## config.mk

```make
export PLATFORM = sky130hd
export DESIGN_NAME = simd_add_issue
export DESIGN_NICKNAME = d
export VERILOG_FILES = /design/src/rtl/simd_add_issue.sv
export SDC_FILE = /design/constraint.sdc
export NUM_CORES = 1
export LEC_CHECK = 0
export CORE_UTILIZATION = 30
export CTS_BUF_LIST = sky130_fd_sc_hd__clkbuf_4 sky130_fd_sc_hd__clkbuf_8
export DETAILED_ROUTE_END_ITERATION = 10
export PLACE_DENSITY_LB_ADDON = 0.08
export SYNTH_ARGS = -nofsm -noshare
export SYNTH_HDL_FRONTEND = slang
export SYNTH_SLANG_ARGS = --single-unit
```

## constraint.sdc

```tcl
create_clock -name clk -period 4.95 [get_ports clk]
set_input_delay 0.99 -clock clk [delete_from_list [all_inputs] [get_ports clk]]
set_output_delay 0.99 -clock clk [all_outputs]
set_load 0.01 [all_outputs]
```

## src/rtl/simd_add_issue.sv

```systemverilog
// Issue stage for a downstream SIMD adder: buffers lane-mode requests in a 2-entry FIFO and
// drives operands plus one-hot lane selects from the head entry.
module simd_add_issue (
    input  logic        clk,
    input  logic        rst,
    input  logic        in_valid,
    output logic        in_ready,
    input  logic [1:0]  in_mode,
    input  logic        in_sub,
    input  logic [15:0] in_a,
    input  logic [15:0] in_b,
    output logic [15:0] A,
    output logic [15:0] B,
    output logic        H,
    output logic        O,
    output logic        Q,
    output logic        sub,
    output logic        out_valid,
    input  logic        out_ready,
    output logic        err,
    output logic [7:0]  err_cnt
);

    localparam logic [1:0] ModeQuad = 2'b00;
    localparam logic [1:0] ModeOct  = 2'b01;
    localparam logic [1:0] ModeHalf = 2'b10;
    localparam logic [1:0] ModeBad  = 2'b11;

    logic [1:0]  mode_q [2];
    logic        sub_q  [2];
    logic [15:0] a_q    [2];
    logic [15:0] b_q    [2];

    logic        rd_ptr_q, wr_ptr_q;
    logic [1:0]  count_q, count_d;
    logic        err_q;
    logic [7:0]  err_cnt_q;

    logic        accept, push, pop, bad;
    logic [1:0]  head_mode;

    always_comb begin
        in_ready  = (count_q < 2'd2);
        out_valid = (count_q != 2'd0);
        accept    = in_valid & in_ready;
        push      = accept & (in_mode != ModeBad);
        bad       = accept & (in_mode == ModeBad);
        pop       = out_valid & out_ready;
        count_d   = count_q + {1'b0, push} - {1'b0, pop};
    end

    always_ff @(posedge clk) begin
        if (rst) begin
            rd_ptr_q  <= 1'b0;
            wr_ptr_q  <= 1'b0;
            count_q   <= 2'd0;
            err_q     <= 1'b0;
            err_cnt_q <= 8'd0;
        end else begin
            if (push) wr_ptr_q <= ~wr_ptr_q;
            if (pop)  rd_ptr_q <= ~rd_ptr_q;
            count_q <= count_d;
            err_q   <= bad;
            if (bad && (err_cnt_q != 8'hff)) err_cnt_q <= err_cnt_q + 8'd1;
        end
    end

    // Storage needs no reset: every output that reads it is gated by out_valid.
    always_ff @(posedge clk) begin
        if (push && !rst) begin
            mode_q[wr_ptr_q] <= in_mode;
            sub_q[wr_ptr_q]  <= in_sub;
            a_q[wr_ptr_q]    <= in_a;
            b_q[wr_ptr_q]    <= in_b;
        end
    end

    always_comb begin
        head_mode = mode_q[rd_ptr_q];
        A         = out_valid ? a_q[rd_ptr_q] : 16'h0000;
        B         = out_valid ? b_q[rd_ptr_q] : 16'h0000;
        Q         = out_valid & (head_mode == ModeQuad);
        O         = out_valid & (head_mode == ModeOct);
        H         = out_valid & (head_mode == ModeHalf);
        sub       = out_valid & sub_q[rd_ptr_q];
        err       = err_q;
        err_cnt   = err_cnt_q;
    end

endmodule

```

* Yosys cells after proc, flatten, opt, wreduce, memory -nomap -nowiden
Memories as Yosys holds them, arrays and structs flattened. A register that Yosys moved wholly into a read port is not among the register bits.
Cells that the tools add are included.
** Storage, ports and cells
- Bits of input ports :: 39
- Bits in writable memories :: 70
- Bits in registers :: 13
- Word-level logic and storage cells :: 45
- Memories kept :: 4
** Memory list
- a_q :: words 2, bits a word 16, read ports 1, clocked after memory_dff 1, write ports 1, line 31 : logic [15:0] a_q [2];
- b_q :: words 2, bits a word 16, read ports 1, clocked after memory_dff 1, write ports 1, line 32 : logic [15:0] b_q [2];
- mode_q :: words 2, bits a word 2, read ports 1, clocked after memory_dff 1, write ports 1, line 29 : logic [1:0] mode_q [2];
- sub_q :: words 2, bits a word 1, read ports 1, clocked after memory_dff 1, write ports 1, line 30 : logic sub_q [2];
** Cells by class
- Order comparisons :: 1
- Add/sub/neg operators :: 3
- Equal/unequal tests :: 5
- Bitwise operators :: 10
- Muxes and demuxes :: 12
- Reductions and logical operators :: 5
** Operator list (count)
- $mux W16 :: 2
- $mux W1 :: 10
- $add A8 B1 Y8 const B :: 1
- $and A1 B1 Y1 :: 8
- $ne A8 B8 Y1 const B :: 1
- $eq A2 B2 Y1 const B :: 2
- $add A2 B1 Y2 :: 1
- $eq A2 B1 Y1 const B :: 1
- $logic_and A1 B1 Y1 :: 2
- $logic_not A2 Y1 :: 1
- $lt A2 B2 Y1 const B :: 1
- $ne A2 B2 Y1 const B :: 1
- $not A1 Y1 :: 2
- $reduce_bool A2 Y1 :: 1
- $sub A2 B1 Y2 :: 1
- $logic_not A1 Y1 :: 1

* Logic depth before layout (Yosys ltp)
- Depth after elaboration :: 6
- Mapped depth :: 7

* Least setup slack after synthesis
No wires, ideal clock.
- Kind :: input to register
- Start point :: input in_mode[0]
- End point :: memory a_q[1][0] (enable)
- Path slack :: 0.614 ns
- Buffers on the path :: 0
- Data arrival time :: 3.857 ns
- Cell stages on the path :: 3
- Path through :: nand2_1 > nand3_1 > nor3b_1
** Between the ends
- Cells in the longest elaborated chain, start to end :: 5
** RTL lines
- from (decl) :: line 8 : input logic [1:0] in_mode,
- $ne A2 B2 Y1 :: line 46 : push = accept & (in_mode != ModeBad);
- $and A1 B1 Y1 :: line 46
- $logic_and A1 B1 Y1 :: line 70 : if (push && !rst) begin
- $mux W1 :: line 70
- $mux W1 (not written as such) :: line 73 : a_q[wr_ptr_q] <= in_a;
- to (decl) :: line 31
Every way passes these cells.

==> reports/metrics.yaml <==
cts.sinks: 84
crit_buf_inv: 2
wire_per_inst_um: 13.42
period_share_pct: 68.26
finClkSkew_ns: 0.01446
tns_ns: 0
synth_area_um2: 3313
outcome: "completed"
dp_slack_ns: 1.596
place.gp.congestion: 0.7430
setup_ws_ns: 1.571
slew_viol_final: 0
tightest_slew_ns: 0.8921
grt_overflow_total: 0
path_clk_slew_ns: 0.08
maxCapViolations: 0
die_y_um: 107.1
track_usage_pct: 11.14
synth.area.top_cells: "edfxtp_1 63%, mux2i_1 10%, dfxtp_1 8.5%, nor2_1 5.8%, xor2_1 1.3%"
synth_edf_count: 70
finish.utilization_pct: 42.06
async_flop_share_pct: 0
place_inst: 452
worst_path_max_delay_cell: "dfxtp_2"
fp.coreArea_um2: 10790
ys_warn_count: 0
start_kind: "flop"
period_minus_slack_ns: 3.379
fp.dieW_um: 107.1
slowest_delay_ns: 0.87
critPathMaxFanout: 28
yosys.cell_types.count: 29
yosysMostFrequentCell: "edfxtp_1"
vias: 2050
max-slew-margin-rel_pct: 40.39
insertion_delay_ns: 0.34
crit_family: "buffers and inverters"
synth_top_area_share_pct: 63.44
cts_hold_buf: 0
rows: 38
wl_um: 6281
nNetsFinal: 364
critical_path_arrival_ns: 2.39
crit_path_end_kind: "primary output"
tritoncts: "built"
diodes: 0
drcViolationCount: 0
dpl.hpwl_um: 4124
htreeDepth: 3
synth-seq-cells: 84
ys_seq_area_share_pct: 71.90
detail-route-antenna-nets: 0
grt_pass1_wl_um: 9487
antenna_found_initial: 0
fmax_mhz: 296.0
hp-class: "flop to flop"
initial_utilization_pct: 30.70
max-vdd-ir-drop_mv: 0.1464
synth_common_cells: "70 x edfxtp_1, 51 x nor2_1, 34 x mux2i_1, 14 x dfxtp_1, 7 x nor3_1"
synth_area_leader_cell: "edfxtp_1"
post_cts_resize_count: 0
synth_fp_nets: 274
drt_iter0_drc: 63
first_global_vias: 1920
ff2ff_setup_slack_ns: 2.85
syn_avg_cell_area_um2: 14.22
die_area_um2: 11470
stdcell_count: 468
drive_gt1_share_pct: 7.622
grt_max_degree: 38
setup_viol: 0
hold_viol: 0
drt-pass1-iter-count: 4
root_buffer: "clkbuf_8"
post_cts_buffers: 0
crit_type: "flop to primary output"
power_density_nw_per_um2: 421.3
rsz0062_at_grt: "false"
leakage_uw: 0.001490
syn2layout_area_growth_pct: 37.01
crit_chain: "buf_4 > mux2i_1 > nor2_1 > clkdlybuf4s50_1"
synthCells: 233
worstPathRequired_ns: 3.96
port_buffers: 85
cts_buffers: 9
num_io_pins: 86
cts_buffer_depth: 2
synthFlopType: "edfxtp_1"
drt-vias-per-instance: 4.380
==> path summary, 6_finish.rpt <==
check	start	end	cells past startpoint
setup / recovery	flop	B[4]	4
hold / removal	rd_ptr_q	rd_ptr_q	2
setup reg to reg	count_q[1]	a_q[1][1]	4
hold reg to reg	rd_ptr_q	rd_ptr_q	2
==> layout by cell type (no fill, tap or decap), types with 3 or more instances in the layout <==
| cell | synthesis | layout |
|---|---|---|
| dfxtp_1 | 14 | 13 |
| nor2_1 | 51 | 50 |
| xor2_1 | 5 | 5 |
| inv_1 | 5 | 5 |
| nand2_1 | 6 | 6 |
| nor3_1 | 7 | 6 |
| clkbuf_8 | 0 | 9 |
| a21oi_1 | 4 | 4 |
| mux2i_1 | 34 | 34 |
| edfxtp_1 | 70 | 70 |
| buf_4 | 0 | 3 |
| clkdlybuf4s50_1 | 0 | 85 |
| nand3_1 | 5 | 5 |
==> kinds of logic (layout without fill, tap and decap cells) <==
logic type,count (synthesis),in the layout,share of synthesized area (%)
AOI/OAI and AO/OA,14,14,2.870
adders and majority gates,2,2,0.7552
and+or+nand+nor,80,80,11.14
DFF,84,84,71.90
muxes,34,34,10.27
buffers and inverters,14,109,1.737
xor gates and xnor gates,5,5,1.322
==> state kept, by name (all words and copies together), names as in the netlist, named ones only <==
register,flops
a_q,32
b_q,32
err_cnt,8
mode_q,4
count_q,2
sub_q,2
err,1
rd_ptr_q,1
wr_ptr_q,1
==> layer usage <==
metal  up-vias  GRT usage [%]  part of all wire, %
li1       1024              -                    -
met1       965          14.77                   47
met2        54          16.87                   46
met3         7          2.857                  5.5
met4         0          5.577                  1.5
met5         -              0                    0
==> worst register-to-register path: stages (launching register included) <==
cell	delay, ns
dfxtp_1	0.37
inv_1	0.12
nand3_1	0.19
nor3b_2	0.59
buf_4	0.47
==> cell type report <==
type                            instances  area [um^2]
Fill cell                            1025         6254
Sequential cell                        84         2384
Multi-Input combinational cell        135        890.9
Timing Repair Buffer                   88        873.3
Tap cell                              140        175.2
Clock buffer                            9        123.9
Clock inverter                          7        73.82
Inverter                                5        18.77
==> report_power, final <==
part	internal, uW	leakage [uW]	switching, uW
registers	817	0.000753	54.8
logic	308	0.000637	255
clock network	236	0.000100	241
==> stage by stage <==
step | instance area, um^2 | power (uW) | hold slack (ns)
after CTS | 4539 | 1950 | 0.5112
after floorplan | 3313 | 1162 | 0.4725
final | 4539 | 1912 | 0.5076
after global placement | 4342 | 1467 | 0.4874
after detailed placement | 4342 | 1468 | 0.4883
after global routing | 4539 | 2017 | 0.5639
(Power assumes the default switching activity.)
